==> src/rtl/przesuniecie_pkg.sv <==
// ============================================================================
// przesuniecie_pkg : types and helpers shared by the sign-magnitude shifters
// Revision: 1.0
// ============================================================================
`default_nettype none

package przesuniecie_pkg;

  typedef enum logic [1:0] {IDLE, SHIFT, DONE} state_t;

  localparam int BITS_DEFAULT = 8;

  // True for a sign-magnitude value of width 'bits' that is negative and not -0.
  function automatic logic is_neg_nonzero(input logic [31:0] value, input int bits);
    logic [31:0] sign_mask;
    logic [31:0] mag_mask;
    sign_mask = 32'h1 << (bits - 1);
    mag_mask  = sign_mask - 32'h1;
    return ((value & sign_mask) != 32'h0) && ((value & mag_mask) != 32'h0);
  endfunction

endpackage

`default_nettype wire

==> src/rtl/przesuniecie_krok.sv <==
// ============================================================================
// przesuniecie_krok : one-bit left shift of a magnitude with overflow flag
// Revision: 1.0
// ============================================================================
`default_nettype none

module przesuniecie_krok #(
  parameter int W = 7
) (
  input  logic [W-1:0] mag_i,
  output logic [W-1:0] mag_o,
  output logic         ovf_o
);

  assign mag_o = {mag_i[W-2:0], 1'b0};
  assign ovf_o = mag_i[W-1];

endmodule

`default_nettype wire

==> src/rtl/przesuniecie_lewo_seq.sv <==
// ============================================================================
// przesuniecie_lewo_seq : sequential sign-magnitude left shifter, 1 bit/clock
// Revision: 1.0
// ============================================================================
`default_nettype none

module przesuniecie_lewo_seq
  import przesuniecie_pkg::*;
#(
  parameter int BITS = BITS_DEFAULT
) (
  input  logic            i_clk,
  input  logic            i_rst,
  input  logic            i_start,
  input  logic [BITS-1:0] i_arg_A,
  input  logic [BITS-1:0] i_arg_B,
  output logic            o_busy,
  output logic            o_valid,
  output logic [BITS-1:0] o_result,
  output logic            o_error
);

  localparam int MAG_W = BITS - 1;
  localparam int CNT_W = $clog2(BITS);
  localparam logic [CNT_W-1:0] CNT_ONE = 1;

  state_t           state_q;
  logic             a_sign_q;
  logic [MAG_W-1:0] mag_q;
  logic [CNT_W-1:0] cnt_q;
  logic             err_q;

  logic [MAG_W-1:0] b_mag;
  logic             b_err;
  logic [MAG_W-1:0] step_mag;
  logic             step_ovf;

  assign b_mag = i_arg_B[MAG_W-1:0];
  assign b_err = is_neg_nonzero(32'(i_arg_B), BITS) || (32'(b_mag) >= 32'(MAG_W));

  przesuniecie_krok #(
    .W (MAG_W)
  ) u_krok (
    .mag_i (mag_q),
    .mag_o (step_mag),
    .ovf_o (step_ovf)
  );

  // Every request passes through SHIFT at least once; a zero counter there
  // means "finish now", so errors and zero shifts take one extra cycle and an
  // overflow finishes on the cycle after it is seen.
  always_ff @(posedge i_clk) begin
    if (i_rst) begin
      state_q  <= IDLE;
      a_sign_q <= 1'b0;
      mag_q    <= '0;
      cnt_q    <= '0;
      err_q    <= 1'b0;
      o_busy   <= 1'b0;
      o_valid  <= 1'b0;
      o_result <= '0;
      o_error  <= 1'b0;
    end else begin
      o_valid <= 1'b0;
      case (state_q)
        IDLE: begin
          if (i_start) begin
            a_sign_q <= i_arg_A[BITS-1];
            mag_q    <= i_arg_A[MAG_W-1:0];
            err_q    <= b_err;
            cnt_q    <= b_err ? '0 : b_mag[CNT_W-1:0];
            o_busy   <= 1'b1;
            state_q  <= SHIFT;
          end
        end
        SHIFT: begin
          if (cnt_q == '0) begin
            o_valid  <= 1'b1;
            o_error  <= err_q;
            o_result <= err_q ? '0 : {a_sign_q, mag_q};
            state_q  <= DONE;
          end else if (step_ovf) begin
            err_q <= 1'b1;
            cnt_q <= '0;
          end else begin
            mag_q <= step_mag;
            cnt_q <= cnt_q - CNT_ONE;
          end
        end
        DONE: begin
          o_busy  <= 1'b0;
          state_q <= IDLE;
        end
        default: begin
          o_busy  <= 1'b0;
          state_q <= IDLE;
        end
      endcase
    end
  end

endmodule

`default_nettype wire

==> config.mk <==
export PLATFORM = sky130hd
export DESIGN_NAME = przesuniecie_lewo_seq
export DESIGN_NICKNAME = d
export VERILOG_FILES = /design/src/rtl/przesuniecie_pkg.sv /design/src/rtl/przesuniecie_krok.sv /design/src/rtl/przesuniecie_lewo_seq.sv
export SDC_FILE = /design/constraint.sdc
export NUM_CORES = 1
export LEC_CHECK = 0
export ABC_AREA = 1
export BUFFER_PORTS_ARGS = -buffer_cell sky130_fd_sc_hd__clkbuf_2
export CAP_MARGIN = 20
export CORE_MARGIN = 2
export CORE_UTILIZATION = 51
export CTS_CLUSTER_DIAMETER = 120
export DETAILED_ROUTE_END_ITERATION = 6
export HOLD_SLACK_MARGIN = 0.15
export PLACE_DENSITY = 0.83
export SYNTH_ARGS = -nofsm -noshare
export SYNTH_HDL_FRONTEND = slang
export SYNTH_HIERARCHICAL = 1
export SYNTH_SLANG_ARGS = --single-unit
==> constraint.sdc <==
create_clock -name i_clk -period 1.51 [get_ports i_clk]
set_input_delay 0.0755 -clock i_clk [delete_from_list [all_inputs] [get_ports i_clk]]
set_output_delay 0.0755 -clock i_clk [all_outputs]
set_load 0.005 [all_outputs]
## Word level (Yosys, flattened, before mapping)

Cells that the tools add are included.

| cells by class | value |
|---|---|
| add/sub/neg operators | 1 |
| magnitude comparators | 1 |
| eq/ne operators | 6 |
| mux-type cells | 20 |
| bitwise logic cells | 1 |
| reductions and logical operators | 14 |

Operators by type and width:

| operator | count |
|---|---|
| 32-bit nonzero test | 1 |
| 7-bit two-way mux | 3 |
| 7-bit one-hot mux with 2 select lines | 1 |
| 3-bit two-way mux | 4 |
| 2-bit != test, second input constant | 5 |
| 8-bit two-way mux | 1 |
| 2-bit AND reduction | 4 |
| 4-bit AND reduction | 2 |
| 7-bit by 3-bit >= comparator with 1-bit output, second input constant | 1 |
| 3-bit one-hot mux with 2 select lines | 1 |
| 1-bit two-way mux | 5 |
| 2-bit two-way mux | 2 |
| 1-bit one-hot mux with 2 select lines | 2 |
| 2-bit one-hot mux with 2 select lines | 1 |
| 3-bit zero test | 1 |
| 3-bit AND reduction | 1 |
| 3-bit by 1-bit subtractor with 3-bit output, second input constant | 1 |
| 2-bit by 1-bit == test with 1-bit output, second input constant | 1 |
| 2-bit zero test | 1 |
| 2-bit nonzero test | 1 |
| 2-bit OR reduction | 1 |
| 1-bit logical AND | 1 |
| 1-bit logical OR | 1 |
| 1-bit NOT | 1 |

| word-level totals | value |
|---|---|
| bits in registers | 25 |
| word-level logic and storage cells | 53 |

## Depth between registers and ports, before layout

Gate-level depths: netlist (run 1).

| logic depth | value |
|---|---|
| word-level depth | 6 |
| gate-level depth with buffers | 9 |
| gate-level depth less buffers | 9 |

## Modules after synthesis

The synthesis (run 1) kept the hierarchy.

By module, submodules not included:

| module | instances | cells an instance | area each (µm²) |
|---|---|---|---|
| przesuniecie_lewo_seq | 1 | 163 | 1,132.3 |
| przesuniecie_krok | 1 | 9 | 63.8 |

## Least setup slack after synthesis (run 1)

OpenSTA, ideal clock, no wires.

| path | value |
|---|---|
| path kind | flip-flop to flip-flop |
| start point | reg cnt_q[0] |
| end point | reg o_result[0] |
| arrival time | 1.073 ns |
| required time | 1.378 ns |
| setup slack | 0.304 ns |
| cell stages (with the launch flop) | 9 |
| clock period less this slack | 1.206 ns |
| cell sequence | dfxtp_1 -> inv_1 -> ha_1 -> nand2_1 -> nor2_1 -> inv_2 -> buf_2 -> nand2_1 -> a21oi_1 |

| between the ends | value |
|---|---|
| longest elaborated chain between the ends | 2 |

RTL lines:

| item | RTL line | text |
|---|---|---|
| start: declaration | przesuniecie_lewo_seq.sv:30 | `logic [CNT_W-1:0] cnt_q;` |
| start signal: assignment | przesuniecie_lewo_seq.sv:71 | `cnt_q <= b_err ? '0 : b_mag[CNT_W-1:0];` |
| start signal: assignment | przesuniecie_lewo_seq.sv:87 | `cnt_q <= cnt_q - CNT_ONE;` |
| 3-bit zero test | przesuniecie_lewo_seq.sv:77 | `if (cnt_q == '0) begin` |
| 2-bit AND reduction (no line) | - |  |
| end signal: assignment | przesuniecie_lewo_seq.sv:80 | `o_result <= err_q ? '0 : {a_sign_q, mag_q};` |
| end: declaration | przesuniecie_lewo_seq.sv:19 | `output logic [BITS-1:0] o_result,` |

Every way passes these cells.
A chain may end at the register's enable or synchronous reset.

## Worst setup path in the final report (run 1)

| path | value |
|---|---|
| start point | reg cnt_q[0] |
| end point | reg mag_q[0] |

| between the ends | value |
|---|---|
| longest elaborated chain between the ends | 3 |

RTL lines:

| item | RTL line | text |
|---|---|---|
| 3-bit zero test | przesuniecie_lewo_seq.sv:77 |  |
| 2-bit != test (no line) | - |  |
| 4-bit AND reduction (no line) | - |  |
| end signal: assignment | przesuniecie_lewo_seq.sv:69 | `mag_q <= i_arg_A[MAG_W-1:0];` |
| end signal: assignment | przesuniecie_lewo_seq.sv:86 | `mag_q <= step_mag;` |
| end: declaration | przesuniecie_lewo_seq.sv:29 | `logic [MAG_W-1:0] mag_q;` |

Every way passes these cells.

==> results of run 1 <==
## stage by stage
stage | instance area [um^2] | setup WS, ns | hold WS, ns
2_1_floorplan | 1200 | 0.304 | 0.232
4_1_cts | 1510 | 0.0823 | 0.179
3_3_place_gp | 1320 | 0.205 | 0.340
6_report | 1520 | 0.0806 | 0.195
3_5_place_dp | 1320 | 0.105 | 0.376
5_1_grt | 1520 | 0.00482 | 0.205
## cells by family (layout without fill, tap and decap cells)
family	Yosys count	after routing	synth area share
xor gates and xnor gates	1	1	0.00732
DFF	25	25	0.418
AOI/OAI and AO/OA	25	25	0.107
other	1	1	0.00314
adders and majority gates	2	2	0.0209
buffers and inverters	24	65	0.111
and+or+nand+nor	94	95	0.333
## cell type report
| type | count | area, um^2 | area share |
|---|---|---|---|
| inverter | 11 | 41.3 | 0.0271 |
| clock buffer | 3 | 22.5 | 0.0148 |
| tap | 28 | 35.0 | 0.0230 |
| multi-input combinational | 124 | 572 | 0.376 |
| timing repair buffer | 50 | 345 | 0.227 |
| clock inverter | 1 | 5.00 | 0.00329 |
| sequential | 25 | 500 | 0.329 |
## Yosys cell counts (all sizes together)
library cell | number | area share
nand4 | 3 | 0.016
a21oi | 20 | 0.084
nand3 | 9 | 0.038
clkbuf | 2 | 0.0063
buf | 11 | 0.070
xor2 | 1 | 0.0073
inv | 11 | 0.035
nor2 | 19 | 0.072
dfxtp | 25 | 0.42
o21a | 1 | 0.0063
o21ai | 4 | 0.017
nor3 | 3 | 0.013
conb | 1 | 0.0031
ha | 2 | 0.021
nand2 | 60 | 0.19
## layer usage
layer / GRT usage / vias to the layer above / wire length (um) / part of all wire
li1: - / 623 / - / -
met1: 0.246 / 541 / 1230 / 0.42
met2: 0.381 / 57 / 1390 / 0.47
met3: 0.0571 / 19 / 157 / 0.054
met4: 0.158 / 0 / 148 / 0.051
met5: 0 / - / 0 / 0
## sequential cells by signal, summed over array words and instances, names as in the netlist, 2 cells and up
signal and cells:
cnt_q 3, state_q 2, o_result 8, mag_q 7
## path summary, 6_finish.rpt
| path | startpoint | endpoint | slack, ns | cells after the start |
|---|---|---|---|---|
| max | cnt_q[0] | mag_q[0] | 0.08 | 8 |
| min | i_rst | mag_q[4] | 0.20 | 2 |
| max reg2reg | cnt_q[0] | mag_q[0] | 0.08 | 8 |
| min reg2reg | o_result[7] | o_result[7] | 0.47 | 2 |
## where the power goes
part	internal, uW	leakage, uW	switching, uW
sequential	718	0.000204	49.8
clock	99.5	0.0000177	206
combinational	164	0.000477	217
## what timing repair did
action | in CTS | in global routing
setup endpoints to repair | 0 | 5
setup buffers | 0 | 0
hold buffers | 17 | 0
resized for setup | 0 | 1
hold endpoints to repair | 12 | 0
==> summary.txt, run 1 <==
Yosys
  • Syn nets: 193
  • Yosys warns: 6
  • Mean Syn Cell Area: 6.95 um^2
  • Sequential element share of the synthesized area: 0.418
  • Yosys reg bits: 25
  • Unique masters post-synth: 21
  • Synth Cell Area: 1200 um^2
  • Synthesized instance count: 172

Critical path
  • Crit-path cells: inv_1 > ha_1 > nand2_1 > nand2_2 > nand2_2 > buf_4 > nand3_1 > a21oi_1
  • Crit path max fanout: 9
  • Worst setup SP type: register
  • Worst Path Required: 1.78 ns
  • Crit-path slowest cell: dfxtp_1
  • Worst Path Arrival: 1.70 ns
  • Crit path max-delay family: flip-flops
  • Worst path max stage delay: 0.39 ns
  • CP Class: register to register
  • Worst path most repeated cell: nand2_2
  • CP endpoint kind: register
  • Worst Path Buf+Inv: 2

Routing
  • Initial DRC count: 41
  • Via density per instance: 5.12
  • Post-route DRC: 0
  • ANT nets after route: 0
  • DRT Wirelength: 2930 um
  • DR WL/cell: 12.1 um
  • DR pass1 iterations: 4
  • Via count: 1240

Placed design
  • RD Place Congestion: 0.795
  • HPWL Detailed: 1950 um
  • Dpl cells: 220
  • Port-buffer cells: 29

Final layout
  • Most frequent cells in the layout: 56 x nand2_1, 29 x clkbuf_2, 25 x dfxtp_1
  • Antenna Cells: 0
  • Fill cell count: 198
  • Commonest non-fill, non-tap cell in the layout: nand2_1
  • Nets: 236
  • Post-route insts no fill: 242
  • Share of layout cells above drive strength 1: 0.220
  • Area Growth Syn to Fin: 27.2%
  • Final core utilization: 0.688

Pwr
  • Power Density: 955 nW/um^2
  • Power Total: 1450 uW
  • LEAKAGE: 0.000699 uW
  • Peak VDD IR: 0.000736 V

Clock network
  • CTS Buf Count: 3
  • Worst-case clock buffer depth: 2
  • CTS H-tree depth: 1
  • Worst-path clk slew: 0.14 ns
  • TritonCTS sink count: 25
  • Clk_lat worst skew: 0.33 ns
  • CTS root buffer: clkbuf_4
  • CTS tree: done

Global routing
  • First-pass GRT wire length: 4510 um
  • GRT Total Usage: 0.227
  • Vias in the first global route: 1141
  • Antenna violations before repair: 0
  • Grt total ovfl: 0
  • Largest net degree at the start of global routing: 22

Floorplanning
  • Die ar.: 2750 um^2
  • Core ar.: 2210 um^2
  • Die H: 52.4 um
  • Initial core utilization: 0.541
  • I/O pin cnt: 30
  • Rows: 17
  • Die Span X: 52.4 um

STA
  • Setup Viol. Count Final: 0
  • Highest clock rate: 700 MHz
  • Count of final hold-check violations: 0
  • Setup_tns: 0 ns
  • Clk_skew: 0.0158 ns
  • RSZ-0062 raised after global routing: no
  • Min Tclk post-route: 1.43 ns
  • Slew Viols, Final: 0
  • Final worst-path cycle share: 0.947

Run status
  • Status: complete, no violations

Job
  • Max Cap Viol: 0

Worst hold path
  • Min-Delay Path Class: primary input to register
Power figures use the tool's default switching activity.
==> run 2, diff against run 1 <==
Settings changed: CORE_MARGIN 2 to unset.
==> summary.txt, run 2 (synthesis gave the netlist of run 1 again) <==
STA
  • Count of final hold-check violations: 0 (unchanged)
  • Setup Viol. Count Final: 0 (unchanged)
  • Slew Viols, Final: 0 (unchanged)
  • Setup WS post-layout: 0.138 ns (+0.0575 ns)
  • Setup_tns: 0 ns (unchanged)
  • Final worst-path cycle share: 0.908 (-0.0381)
  • Clk_skew: 0.000855 ns (-0.0150 ns)
  • Min Tclk post-route: 1.37 ns (-0.0575 ns)
  • WHS: 0.198 ns (+0.00290 ns)
  • Highest clock rate: 729 MHz (+4.2%)
  • RSZ-0062 raised after global routing: no

Critical path
  • CP endpoint kind: register
  • Crit-path cells: inv_1 > ha_1 > nand2_1 > nand2_2 > nand2_4 > buf_4 > nand3_1 > a21oi_1
  • Worst path max stage delay: 0.36 ns (-0.03 ns)
  • Worst Path Buf+Inv: 2 (unchanged)
  • Worst r2r src: cnt_q[0]
  • Worst Setup SP: cnt_q[0]
  • Worst setup SP type: register
  • Worst Path Arrival: 1.63 ns (-0.07 ns)
  • Crit path max-delay family: simple AND/OR/NAND/NOR gates
  • Worst Path Required: 1.76 ns (-0.02 ns)
  • Crit path max fanout: 8 (-1)
  • CP Class: register to register
  • Crit-path slowest cell: dfxtp_2

Routing
  • Met1 WL: 1180 um (-4.1%)
  • DR WL/cell: 11.5 um (-4.6%)
  • Via density per instance: 5.06 (-1.3%)
  • DR pass1 iterations: 4 (unchanged)
  • Top routing layer in use: met4
  • ANT nets after route: 0 (unchanged)
  • Initial DRC count: 14 (-66%)
  • DRT Wirelength: 2800 um (-4.2%)
  • Post-route DRC: 0 (unchanged)
  • Met3 Wirelength: 111 um (-29%)
  • Via count: 1229 (-0.89%)
  • Met2 Wirelength: 1490 um (+7.4%)

Global routing
  • First-pass GRT wire length: 4660 um (+3.4%)
  • Largest net degree at the start of global routing: 22 (unchanged)
  • GRT Total Usage: 0.244 (+0.0170)
  • Grt total ovfl: 0 (unchanged)
  • Antenna violations before repair: 0 (unchanged)
  • Vias in the first global route: 1156 (+1.3%)

Clock network
  • Worst-path clk slew: 0.13 ns (about the same)
  • Clk_lat worst skew: 0.32 ns (about the same)
  • CTS Buf Count: 3 (unchanged)
  • CTS tree: done
  • Worst-case clock buffer depth: 2 (unchanged)
  • TritonCTS sink count: 25 (unchanged)
  • CTS H-tree depth: 1 (unchanged)
  • CTS root buffer: clkbuf_4

Final layout
  • Largest register FFs: 8 (unchanged)
  • Antenna Cells: 0 (unchanged)
  • Most frequent cells in the layout: 56 x nand2_1, 29 x clkbuf_2, 24 x dfxtp_1
  • Area Growth Syn to Fin: 28.5%
  • Final core utilization: 0.695 (+0.00679)
  • Multi-input logic area: 579 um^2 (+1.3%)
  • Sequential Area: 502 um^2 (+0.25%)
  • Commonest non-fill, non-tap cell in the layout: nand2_1
  • Fill cell count: 197 (-0.51%)
  • Share of layout cells above drive strength 1: 0.228 (+0.00828)
  • Nets: 237 (+0.42%)
  • Largest regs: o_result: 8 flops, mag_q: 7 flops, cnt_q: 3 flops
  • Reg with most FFs: o_result

Placed design
  • Port-buffer cells: 29 (unchanged)
  • Placement Setup Slack: 0.103 ns (-0.00154 ns)
  • RD Place Congestion: 0.806 (+1.5%)
  • HPWL Detailed: 1970 um (+0.98%)

Pwr
  • LEAKAGE: 0.000702 uW (+0.40%)
  • Peak VDD IR: 0.000709 V (-3.6%)
  • Power Total: 1460 uW (+0.17%)
  • Power Density: 948 nW/um^2 (-0.81%)

Floorplanning
  • Initial core utilization: 0.541 (unchanged)
  • Core ar.: 2210 um^2 (unchanged)
  • I/O pin cnt: 30 (unchanged)
  • Rows: 17 (unchanged)
  • Die ar.: 2540 um^2 (-7.5%)
  • Die Span X: 50.4 um (-3.8%)
  • Die H: 50.4 um (-3.8%)

Run status
  • Status: complete, no violations

Worst hold path
  • Min-delay src: i_rst
  • Min-Delay Path Class: primary input to register

Job
  • Max Cap Viol: 0 (unchanged)
## run 2: cell types whose count changed in the layout (fill, tap and decap cells not counted)
| cell | change |
|---|---|
| buf_4 | +1 |
| clkbuf_1 | +1 |
| clkinv_2 | -1 |
| dfxtp_1 | -1 |
| dfxtp_2 | +1 |
| nand2_2 | -1 |
| nand2_4 | +1 |
| nor2_1 | -1 |
| nor2_2 | +1 |
## run 2: stage by stage
step | cell area, um^2 | cells
3_3_place_gp | 1310 | 219
5_1_grt | 1540 | 243
4_1_cts | 1500 | 240
2_1_floorplan | 1200 | 172
3_5_place_dp | 1310 | 219
6_report | 1540 | 243
## run 2: worst paths after layout
check	end	slack, ns	depth (start not counted)
min	o_result[1]	0.20	2
min reg2reg	o_result[3]	0.48	2
max	mag_q[3]	0.14	8
max reg2reg	mag_q[3]	0.14	8
## run 2: what timing repair did
action	CTS	global route
resized for setup	0	4
setup endpoints to repair	0	15
setup buffers	0	2
hold endpoints to repair	12	0
hold buffers	17	0
## run 2: power by group
group | switching [uW] | internal, uW | leakage [uW]
Sequential | 51.0 | 718 | 0.000205
Combinational | 220 | 170 | 0.000482
Clock | 193 | 103 | 0.0000150
Total | 464 | 992 | 0.000702
## run 2: cell type report
type	count	area share
clock buffer	4	0.0171
sequential	25	0.327
tap	28	0.0228
multi-input combinational	124	0.377
inverter	11	0.0269
timing repair buffer	51	0.230
## run 2: per-layer routing
| layer | GRT usage | vias to the layer above |
|---|---|---|
| met2 | 0.464 | 34 |
| met4 | 0.0694 | 0 |
| met3 | 0.0697 | 4 |
| met1 | 0.256 | 562 |
| met5 | 0 | - |
| li1 | - | 629 |
